$ cat config.mk
export PLATFORM = sky130hd
export DESIGN_NAME = gpu_ram_arb
export DESIGN_NICKNAME = d
export VERILOG_FILES = /design/src/rtl/gpu_ram_pkg.sv /design/src/rtl/gpu_ram_wbuf.sv /design/src/rtl/gpu_ram_arb.sv
export SDC_FILE = /design/constraint.sdc
export NUM_CORES = 1
export LEC_CHECK = 0
export ABC_AREA = 1
export CELL_PAD_IN_SITES_DETAIL_PLACEMENT = 1
export CELL_PAD_IN_SITES_GLOBAL_PLACEMENT = 2
export CORE_MARGIN = 2
export CORE_UTILIZATION = 21
export DETAILED_ROUTE_END_ITERATION = 8
export PLACE_DENSITY_LB_ADDON = 0.1
export SLEW_MARGIN = 20
export SYNTH_ARGS = -nofsm -noshare
export SYNTH_HDL_FRONTEND = slang
export SYNTH_SLANG_ARGS = --single-unit
$ cat constraint.sdc
create_clock -name clk -period 1.4 [get_ports clk]
set_clock_uncertainty 0.15 [all_clocks]
set_input_delay 0.35 -clock clk [delete_from_list [all_inputs] [get_ports clk]]
set_output_delay 0.35 -clock clk [all_outputs]
set_load 0.005 [all_outputs]
$ cat src/rtl/gpu_ram_pkg.sv
// rtl/gpu_ram_pkg.sv - shared widths, owner encoding and command record for the GPU RAM arbiter
package gpu_ram_pkg;

    localparam int GPU_RAM_AW = 10;
    localparam int GPU_RAM_DW = 32;

    typedef enum logic {
        OWN_INT = 1'b0,
        OWN_EXT = 1'b1
    } owner_e;

    typedef struct packed {
        logic                  valid;
        logic                  we;
        owner_e                owner;
        logic [GPU_RAM_AW-1:0] addr;
        logic [GPU_RAM_DW-1:0] wdata;
    } ram_cmd_t;

endpackage

$ cat src/rtl/gpu_ram_wbuf.sv
// rtl/gpu_ram_wbuf.sv - one-entry posted write buffer for the external port with address-match lookup
module gpu_ram_wbuf
    import gpu_ram_pkg::*;
#(
    parameter int AW = GPU_RAM_AW,
    parameter int DW = GPU_RAM_DW
) (
    input  logic          clk,
    input  logic          resetl,
    input  logic          capture,
    input  logic [AW-1:0] cap_addr,
    input  logic [DW-1:0] cap_wdata,
    input  logic          drain,
    input  logic          kill,
    input  logic [AW-1:0] lookup_addr,
    output logic          full,
    output logic [AW-1:0] addr,
    output logic [DW-1:0] wdata,
    output logic          hit
);

    always_ff @(posedge clk or negedge resetl) begin
        if (!resetl) begin
            full  <= 1'b0;
            addr  <= '0;
            wdata <= '0;
        end else if (capture) begin
            full  <= 1'b1;
            addr  <= cap_addr;
            wdata <= cap_wdata;
        end else if (drain || kill) begin
            // A later internal write to the same word supersedes the posted data.
            full  <= 1'b0;
        end
    end

    assign hit = full && (addr == lookup_addr);

endmodule

$ cat src/rtl/gpu_ram_arb.sv
// rtl/gpu_ram_arb.sv - internal/external RAM arbiter and 2-stage command pipeline
// Optional posted external write buffer: GPU_RAM_ARB_WBUF_EN
module gpu_ram_arb
    import gpu_ram_pkg::*;
#(
    parameter int AW         = GPU_RAM_AW,
    parameter int DW         = GPU_RAM_DW,
    parameter int STARVE_MAX = 4
) (
    input  logic          clk,
    input  logic          resetl,
    input  logic          int_req,
    input  logic          int_we,
    input  logic [AW-1:0] int_addr,
    input  logic [DW-1:0] int_wdata,
    output logic          int_ack,
    output logic          int_rvalid,
    output logic [DW-1:0] int_rdata,
    input  logic          ext_req,
    input  logic          ext_we,
    input  logic [AW-1:0] ext_addr,
    input  logic [DW-1:0] ext_wdata,
    output logic          ext_ack,
    output logic          ext_rvalid,
    output logic [DW-1:0] ext_rdata,
    output logic [AW-1:0] ram_addr,
    output logic          ramen,
    output logic          gpu_memw,
    output logic [DW-1:0] ram_wdata,
    input  logic [DW-1:0] ram_rdata
);

    localparam int SW = $clog2(STARVE_MAX + 1);

    logic [SW-1:0] starve_cnt;
    logic          starve_hit;
    logic          ext_pend;
    logic          ext_src_we;
    logic [AW-1:0] ext_src_addr;
    logic [DW-1:0] ext_src_wdata;
    logic          grant_int;
    logic          grant_ext;
    logic          fwd_d;
    logic [DW-1:0] fwd_wdata;

    ram_cmd_t      cmd_d;
    ram_cmd_t      cmd_q;
    logic          cmd_fwd;
    logic [DW-1:0] cmd_fwd_data;
    logic          rd_valid;
    logic          rd_fwd;
    owner_e        rd_owner;
    logic [DW-1:0] rd_fwd_data;
    logic [DW-1:0] rd_data;
    logic [DW-1:0] int_rdata_q;
    logic [DW-1:0] ext_rdata_q;

    assign starve_hit = (starve_cnt == SW'(STARVE_MAX));
    assign grant_ext  = resetl && ext_pend && (!int_req || starve_hit);
    assign grant_int  = resetl && int_req && !grant_ext;
    assign int_ack    = grant_int;

`ifdef GPU_RAM_ARB_WBUF_EN
    logic          wb_full;
    logic          wb_hit;
    logic          wb_post;
    logic [AW-1:0] wb_addr;
    logic [DW-1:0] wb_wdata;

    // While the buffer holds data it is the only external source; new ext requests wait.
    assign wb_post       = resetl && ext_req && ext_we && !wb_full;
    assign ext_pend      = wb_full || (ext_req && !ext_we);
    assign ext_src_we    = wb_full;
    assign ext_src_addr  = wb_full ? wb_addr : ext_addr;
    assign ext_src_wdata = wb_full ? wb_wdata : ext_wdata;
    assign ext_ack       = wb_post || (grant_ext && !wb_full);
    assign fwd_d         = grant_int && !int_we && wb_hit;
    assign fwd_wdata     = wb_wdata;

    gpu_ram_wbuf #(
        .AW (AW),
        .DW (DW)
    ) u_wbuf (
        .clk         (clk),
        .resetl      (resetl),
        .capture     (wb_post),
        .cap_addr    (ext_addr),
        .cap_wdata   (ext_wdata),
        .drain       (grant_ext && wb_full),
        .kill        (grant_int && int_we && wb_hit),
        .lookup_addr (int_addr),
        .full        (wb_full),
        .addr        (wb_addr),
        .wdata       (wb_wdata),
        .hit         (wb_hit)
    );
`else
    assign ext_pend      = ext_req;
    assign ext_src_we    = ext_we;
    assign ext_src_addr  = ext_addr;
    assign ext_src_wdata = ext_wdata;
    assign ext_ack       = grant_ext;
    assign fwd_d         = 1'b0;
    assign fwd_wdata     = '0;
`endif

    always_ff @(posedge clk or negedge resetl) begin
        if (!resetl) begin
            starve_cnt <= '0;
        end else if (!ext_pend || grant_ext) begin
            starve_cnt <= '0;
        end else if (grant_int && !starve_hit) begin
            starve_cnt <= starve_cnt + 1'b1;
        end
    end

    always_comb begin
        cmd_d       = cmd_q;
        cmd_d.valid = grant_int || grant_ext;
        if (grant_ext) begin
            cmd_d.we    = ext_src_we;
            cmd_d.owner = OWN_EXT;
            cmd_d.addr  = GPU_RAM_AW'(ext_src_addr);
            cmd_d.wdata = GPU_RAM_DW'(ext_src_wdata);
        end else if (grant_int) begin
            cmd_d.we    = int_we;
            cmd_d.owner = OWN_INT;
            cmd_d.addr  = GPU_RAM_AW'(int_addr);
            cmd_d.wdata = GPU_RAM_DW'(int_wdata);
        end
    end

    always_ff @(posedge clk or negedge resetl) begin
        if (!resetl) begin
            cmd_q        <= '0;
            cmd_fwd      <= 1'b0;
            cmd_fwd_data <= '0;
            rd_valid     <= 1'b0;
            rd_fwd       <= 1'b0;
            rd_owner     <= OWN_INT;
            rd_fwd_data  <= '0;
            int_rdata_q  <= '0;
            ext_rdata_q  <= '0;
        end else begin
            cmd_q        <= cmd_d;
            cmd_fwd      <= fwd_d;
            cmd_fwd_data <= fwd_wdata;
            rd_valid     <= cmd_q.valid && !cmd_q.we;
            rd_fwd       <= cmd_fwd;
            rd_owner     <= cmd_q.owner;
            rd_fwd_data  <= cmd_fwd_data;
            int_rdata_q  <= int_rdata;
            ext_rdata_q  <= ext_rdata;
        end
    end

    assign ramen     = cmd_q.valid;
    assign gpu_memw  = cmd_q.valid && cmd_q.we;
    assign ram_addr  = AW'(cmd_q.addr);
    assign ram_wdata = DW'(cmd_q.wdata);

    // RAM data arrives combinationally in the return cycle; outside it each port holds its last word.
    assign rd_data    = rd_fwd ? rd_fwd_data : ram_rdata;
    assign int_rvalid = rd_valid && (rd_owner == OWN_INT);
    assign ext_rvalid = rd_valid && (rd_owner == OWN_EXT);
    assign int_rdata  = int_rvalid ? rd_data : int_rdata_q;
    assign ext_rdata  = ext_rvalid ? rd_data : ext_rdata_q;

endmodule

==> results of run 1 <==
## power by group through the flow
stage / Clock [uW] / Sequential [uW] / Combinational (uW)
4_1_cts: 5090 / 4460 / 4790
6_report: 4960 / 4490 / 5240
3_3_place_gp: 0 / 4410 / 4330
2_1_floorplan: 0 / 4350 / 1710
5_1_grt: 5250 / 4570 / 5680
3_5_place_dp: 0 / 4440 / 4370
## cell families after synthesis
kind of cell	after synthesis	synth area share, %
buffers and inverters	209	19.3
AND/OR/NAND/NOR	299	23.4
XOR/XNOR	1	0.154
AO/OA/AOI/OAI	66	6.48
adder cells (fa/ha/maj)	2	0.441
flip-flops	114	50.3
## final timing paths
path | cells after the start | slack, ns | end
min in group clk | 0 | 0.23 | rd_owner
hold / removal | 3 | 0.01 | ram_wdata[20]
setup / recovery | 5 | -0.85 | int_rdata[22]
max in group asynchronous | 3 | 0.67 | ram_wdata[19]
hold reg to reg | 0 | 0.23 | rd_owner
setup reg to reg | 12 | -0.39 | cmd_q[43]
## routing by layer
metal / global-route usage [%] / vias up
met5: 0 / -
met4: 4.27 / 0
met3: 4.51 / 20
met2: 30.2 / 158
met1: 21.2 / 2900
li1: - / 2738
## area by class of cell
class / count / area (um2) / area share, %
Clock inverter: 14 / 225 / 1.99
Multi-Input combinational cell: 368 / 3200 / 28.3
Timing Repair Buffer: 377 / 3680 / 32.5
Sequential cell: 114 / 2850 / 25.2
Inverter: 128 / 488 / 4.31
Clock buffer: 18 / 439 / 3.88
Tap cell: 341 / 427 / 3.77
## through the flow
| stage | hold WS, ns | instances | utilization [%] | power (uW) | setup WS [ns] |
|---|---|---|---|---|---|
| after floorplan | -0.0956 | 691 | - | 6060 | -0.174 |
| after global placement | 0.216 | 1245 | 31.8 | 8730 | -0.771 |
| after CTS | 0.0373 | 1348 | 39.1 | 14300 | -0.881 |
| final | 0.0136 | 1360 | 42.3 | 14700 | -0.851 |
| after detailed placement | 0.214 | 1245 | 31.8 | 8810 | -0.788 |
| after global routing | 0.0652 | 1360 | 42.3 | 15500 | -0.915 |
## what timing repair did
item | in CTS | in global routing
pin swaps | 31 | 64
setup buffers | 54 | 32
setup endpoints to repair | 175 | 208
cloned | 20 | 3
gates resized for setup | 638 | 215
## worst max-delay path, delay by kind of cell (launching register included)
kind / cells / cell delay, ns
flip-flops: 1 / 0.41
AO/OA/AOI/OAI: 1 / 0.14
AND/OR/NAND/NOR: 1 / 0.32
buffers and inverters: 3 / 0.45
## layout by cell type (no fill, tap or decap), types with 2 or more instances in the layout
cell type and count:
buf_16 10, buf_6 42, buf_12 23, nand3_4 17
dlygate4sd2_1 4, nor2_4 2, nand2_4 62, nand2_1 76
inv_2 4, buf_2 91, dfrtp_1 114, nand3_2 60
bufinv_16 5, buf_8 6, o21ai_1 2, clkdlybuf4s15_2 2
buf_4 75, nand2_2 22, clkdlybuf4s50_1 119, nand2_8 4
inv_6 4, o21ai_4 24, o21ai_2 40, clkbuf_16 20
clkinv_4 5, nand3_1 54, inv_1 122
## registers in the layout, summed over array words and instances (netlist names)
name and count:
cmd_q 2, ram_addr 10, int_rdata_q 32, rd_valid 1, ext_rdata_q 32, rd_owner 1, ramen 1, ram_wdata 32
starve_cnt 3
==> results summary, run 1 <==
The run finished, with violations left. The checks that failed: negative setup slack. The chip width is 168 um. The number of endpoints failing setup at the final stage is 203.

In this design, the stage delay of the slowest critical-path cell is 0.41 ns. Summed over all layers, the routed wires come to 24,800 um. For this design the top-level I/O count stands at 234. The clock-pin slew on the worst setup and hold paths is 0.06 ns. The initial antenna violation count was 0. Counting every sink on the clock net gives 114.

The remaining antenna violation count is 0. Port buffering added 233 buffers. The met1 routed wirelength after detailed routing came out at 10,500 um. The most used flip-flop cell after synthesis is dfrtp_1.

Compared with the post-synthesis result, the final layout area differs by 99.4%. The HPWL after detailed placement came out at 13,700 um. In the detailed route, the total length drawn on met2 is 12,900 um.

Yosys attributes the largest share of cell area to dfrtp_1, nand3_1, nand2_1. The first-pass detailed-route iteration total is 4. The post-synth net total came out at 815. The via-per-instance ratio came out at 4.28. The sequential fraction of the synthesis area is 50.3%. The final global-route overflow total came out at 0. By count the netlist is led by nand2_1, nand3_1, inv_1. At the worst endpoint, the arrival time is 1.75 ns.

The worst slew slack as a fraction of its limit is 65.5%. The global placer's final weighted congestion came out at 0.734. The type of the tightest min-delay check is primary input to async pin. The most common cell in the synthesized netlist is nand2_1.

The tree is rooted in a clkbuf_16. The post-route cell area is 0.0113 mm2. The count of hold buffers inserted by post-cts repair is 0.

The critical path starts at rd_owner. The final-report hold violation count is 0. The net switching power came out at 4510 uW.

The number of flops mapped to enable cells by yosys came out at 0. Based on the critical path, the design can be clocked at up to 0.444 GHz. The fraction of layout cells with a size suffix above 1 is 51.5%.

In this run, distinct cell masters in the synthesized netlist total 19. In this run the cell area measured after placement is 0.00849 mm2. The critical path launch point type is a register. The count of antenna diodes in the layout came out at 0. After detailed routing, the average wire length per cell comes to 18.2 um. The area of the core came out at 0.0267 mm2. The synthesized netlist occupies a cell area of 0.00567 mm2. The via count of the first global-routing pass came out at 6,303. The first global-routing pass estimated 37,200 um of wire. In this run, synthesis produced a sequential element count of 114. Of all nets on the critical path, the largest fanout is 8. The largest net degree at the start of global routing came out at 80.

Counting flops with an async set or reset pin after synthesis yields a share of 100%. The number of buffers created by CTS is 17. For the worst setup path, the data required time is 0.90 ns.

The worst IR drop on VDD came out at 821 uV. The clock latency reported for the late side of the worst-skew pair came out at 0.42 ns. The transition time at the pin with the least slew margin came out at 0.518 ns. The global-route total usage across every layer is 17.3%. The largest individual stage delay along the critical path comes from the cell dfrtp_1. The die covers 0.0284 mm2. The mean area per synthesized cell came out at 8.21 um2. The net total in the final layout came out at 1,130. The share of total power consumed by net switching is 30.7%.

The post-route clock period utilization is 161%. Across the run, the number of max-cap violations was 0. Adding up every negative setup slack in the final design gives -70.28 ns.

The die is 168 um tall. The top cell type's share of synthesized area is 50.3%. For this run, design rule violations remaining after detail routing come to 0.

The filler cell count is 2,981. The clock share of power came out at 33.8%. Summed over all cells, the static leakage comes to 0.00564 uW. The number of placement rows came out at 60. The power density over the cells came out at 1300 mW/mm2. The least setup slack across all paths after layout came out at -0.851 ns. In this run the critical register-to-register path is launched from starve_cnt[1]. The starting density of the core came out at 21.2%.

The final critical path time including I/O delays and setup came out at 2.25 ns. The amount of wire on met3 after detailed routing came out at 1100 um. Per report_power, the sequential group accounts for 30.5% of the total. The number of standard cells after synthesis is 691.

Setup repair after global routing could not meet its margin everywhere. The total via count in the routed design came out at 5,816. The critical path in this run is classified as register to output pin.

The DRC marker count from the first detailed-route iteration is 149. STA classifies the critical path endpoint as an output pin. Of all cell types, the one taking the most synthesized area is dfrtp_1. The count of pins over their slew limit came out at 0. The combinational share of power came out at 35.7%.

The clock tree from TritonCTS is yes. In this run the top signal layer used is met4. The Yosys step of the flow raised 0 warnings.

Traced cell by cell, the critical path runs through or2_4 > buf_12 > buf_16 > o21ai_4 > buf_2. CTS built an H-tree with a depth of 4. The internal power is 10,200 uW. The maximum buffer depth of the clock tree is 2.
Note: power is estimated with default switching activity, not from simulation.
==> run 2: changes to the inputs <==
--- a/config.mk
+++ b/config.mk
@@ -9,7 +9,7 @@
 export CELL_PAD_IN_SITES_DETAIL_PLACEMENT = 1
 export CELL_PAD_IN_SITES_GLOBAL_PLACEMENT = 2
 export CORE_MARGIN = 2
-export CORE_UTILIZATION = 21
+export CORE_UTILIZATION = 24
 export DETAILED_ROUTE_END_ITERATION = 8
 export PLACE_DENSITY_LB_ADDON = 0.1
 export SLEW_MARGIN = 20
==> constraint.sdc (replaced) <==
create_clock -name clk -period 2.25 [get_ports clk]
set_clock_uncertainty 0.15 [all_clocks]
set_input_delay 0.5625 -clock clk [delete_from_list [all_inputs] [get_ports clk]]
set_output_delay 0.5625 -clock clk [all_outputs]
set_load 0.005 [all_outputs]
==> run 2 against run 1 <==
The flow still finishes with violations (negative setup slack). Count of clock-buffer cells in the layout increased by 1. Cell count is 3.4% lower. Wire length fell by 9.1%. Sequential power is 37% lower. Via count down 3.2%. Die area decreased by 12%. Global-route usage is 0.67 points lower.
==> results summary, run 2 (synthesized netlist as in run 1, its figures left out) <==
The worst setup path is launched from a register. Leaving out fill and tap cells, the most frequent cell in the layout is clkdlybuf4s50_1. The run finished, with violations left. The vertical die dimension came to 158 um (-6.3%). The internal power is 6040 uW (-41%). The initial antenna violation count came to 2 (+2). The via-per-instance ratio is 4.28 (+0.17%). The critical path's largest stage delay came out at 0.41 ns (about the same). The net switching power is 2790 uW (-38%). The sum of buffers and inverters on the critical path was 3 (unchanged).

The final cell utilization of the core came out at 44.1% (+1.8 points). The post-route non-filler standard cell count came to 1,314 (-3.4%). The total via count in the routed design is 5,629 (-3.2%). The count of pins over their slew limit came to 0 (unchanged). The final-report hold violation count came out at 0 (unchanged). The final global-route overflow total is 0 (unchanged). The slowest stage of the critical path is the dfrtp_1 cell. The via count of the first global-routing pass came out at 5,944 (-5.7%). The share of total power consumed by net switching is 31.6% (+0.87 points).

The final total power is 8830 uW (-40%). The clock-pin slew on the worst setup and hold paths is 0.06 ns (about the same). The root buffer cell chosen for the clock tree is clkbuf_16. The number of endpoints failing setup at the final stage came to 63 (-69%). The H-tree level count is 4 (unchanged). The least setup slack across all paths after layout came out at -0.226 ns (+0.624 ns). The worst IR drop on VDD is 290 uV (-65%). The number of I/O port buffers is 233 (unchanged). The data arrival at the endpoint of the critical path came out at 1.76 ns (about the same). The wire length of the first global-routing pass was 31,900 um (-14%). The top cell types in the final layout, fill and taps aside, are clkdlybuf4s50_1, nand3_1, inv_1. The cell area after placement is 0.00833 mm2 (-1.8%). The area used by multi-input combinational logic is 0.00251 mm2 (-22%).

The path class of the tightest hold or removal check is primary input to async pin. The highest fanout seen on the critical path came out at 6 (-2). The starting density of the core came to 24.3% (+3.1 points). The count of hold buffers inserted by post-cts repair was 0 (unchanged). The number of placement rows came to 56 (-6.7%).

The top achievable clock speed is 0.404 GHz. The fraction of layout cells with a size suffix above 1 came out at 34.7% (-17 points). On the critical path the largest part of the delay comes from buffers and inverters.

The global placer's final weighted congestion is 0.782 (+6.5%). The area of the core was 0.0233 mm2 (-13%). The cell count after placement came out at 1,219 (-2.1%). The fraction of power consumed by sequential logic is 32.1% (+1.6 points). The power density over the cells was 859 mW/mm2 (-34%). The checks that failed: negative setup slack. The first-pass detailed-route iteration total came out at 4 (unchanged). The endpoint kind of the worst setup timing path is an output pin. The start-to-end type of the worst setup path is register to output pin. The remaining antenna violation count came out at 0 (unchanged). The critical path's most frequent cell is buf_6. The net total in the final layout is 1,104 (-2.3%). The largest net degree at the start of global routing came out at 73 (-8.8%). The worst slew slack as a fraction of its limit came out at 60.3% (-5.1 points). The post-route cell area is 0.0103 mm2 (-9.1%). The chip width came out at 158 um (-6.3%).

The die outline area came out at 0.0249 mm2 (-12%). The growth of design area from synthesis to finish is 81.3%. The count of clock tree sinks is 114 (unchanged). The maximum buffer depth of the clock tree was 2 (unchanged). Walking the worst path, the cells encountered are buf_6 > or2_4 > clkbuf_16 > o21ai_4 > buf_6. The footprint of the flip-flops and latches is 0.00285 mm2 (unchanged). The data required time of the critical path is 1.54 ns (+0.64 ns). The mean routed wirelength per cell is 17.2 um (-5.9%). The filler cell count came out at 2,648 (-11%). The DRC marker count from the first detailed-route iteration is 238 (+60%). The number of top-level pins is 234 (unchanged). The transition time at the pin with the least slew margin is 0.595 ns (+0.0771 ns). The final critical path time including I/O delays and setup came out at 2.48 ns. TritonCTS built the clock tree. The combinational share of power came to 37.8% (+2.1 points). The cell leakage power is 0.00518 uW (-8.3%). The number of buffers created by CTS was 17 (unchanged). The HPWL after detailed placement was 13,500 um (-2.0%).

The total length of routed wires is 22,500 um (-9.1%). The total DRC errors in the routed layout came out at 0 (unchanged). The clock share of power came out at 30.1% (-3.7 points). The number of maximum-capacitance violations is 0 (unchanged). The clock latency reported for the late side of the worst-skew pair is 0.41 ns (about the same).

Setup repair after global routing could not meet its margin everywhere. The worst setup slack before clock tree synthesis is -0.449 ns (+0.339 ns). The global-route total usage across every layer is 16.6% (-0.67 points). The post-route clock period utilization came out at 110%.
run 2: cell type report:
| type | count | area share (%) |
|---|---|---|
| diodes | 2 | 0.0487 |
| clock buffers | 19 | 4.40 |
| clock inverters | 13 | 1.22 |
| inverters | 128 | 4.70 |
| multi-input cells | 369 | 24.4 |
| flip-flops and latches | 114 | 27.7 |
| well taps | 319 | 3.88 |
| repair buffers | 350 | 33.6 |
run 2: final timing paths:
path	startpoint	cells past startpoint	to	slack (ns)
min in group clk	cmd_q[42]	0	rd_owner	0.23
max reg2reg	starve_cnt[0]	8	starve_cnt[1]	0.40
min	resetl	2	ram_wdata[7]	0.10
min reg2reg	cmd_q[42]	0	rd_owner	0.23
max	rd_owner	5	int_rdata[21]	-0.23
max in group asynchronous	resetl	3	int_rdata_q[0]	1.09
run 2: layer usage:
layer  part of all wire [%]  vias up  GRT usage (%)
li1                       -     2682              -
met1                     41     2782           19.8
met2                     52      147           29.0
met3                    5.0       18           4.19
met4                    1.5        0           5.71
met5                      0        -              0
run 2: stage by stage:
stage	TNS (ns)	hold slack, ns
after floorplan	0	0.117
after global placement	-25.14	0.211
after detailed placement	-28.23	0.212
after CTS	-9.89	0.107
after global routing	-12.47	0.122
final	-8.48	0.101
run 2: repair_timing:
action                     in CTS  in global routing
setup endpoints to repair      68                 68
gates cloned                    6                 10
gates resized for setup       318                204
buffers inserted               15                 32
pin swaps                       2                 12
run 2: power groups by stage:
stage | clock network [uW] | logic, uW | registers, uW
3_3_place_gp | 0 | 2620 | 2730
4_1_cts | 2720 | 2720 | 2740
2_1_floorplan | 0 | 968 | 2700
3_5_place_dp | 0 | 2660 | 2750
6_report | 2660 | 3340 | 2830
5_1_grt | 2820 | 3620 | 2890
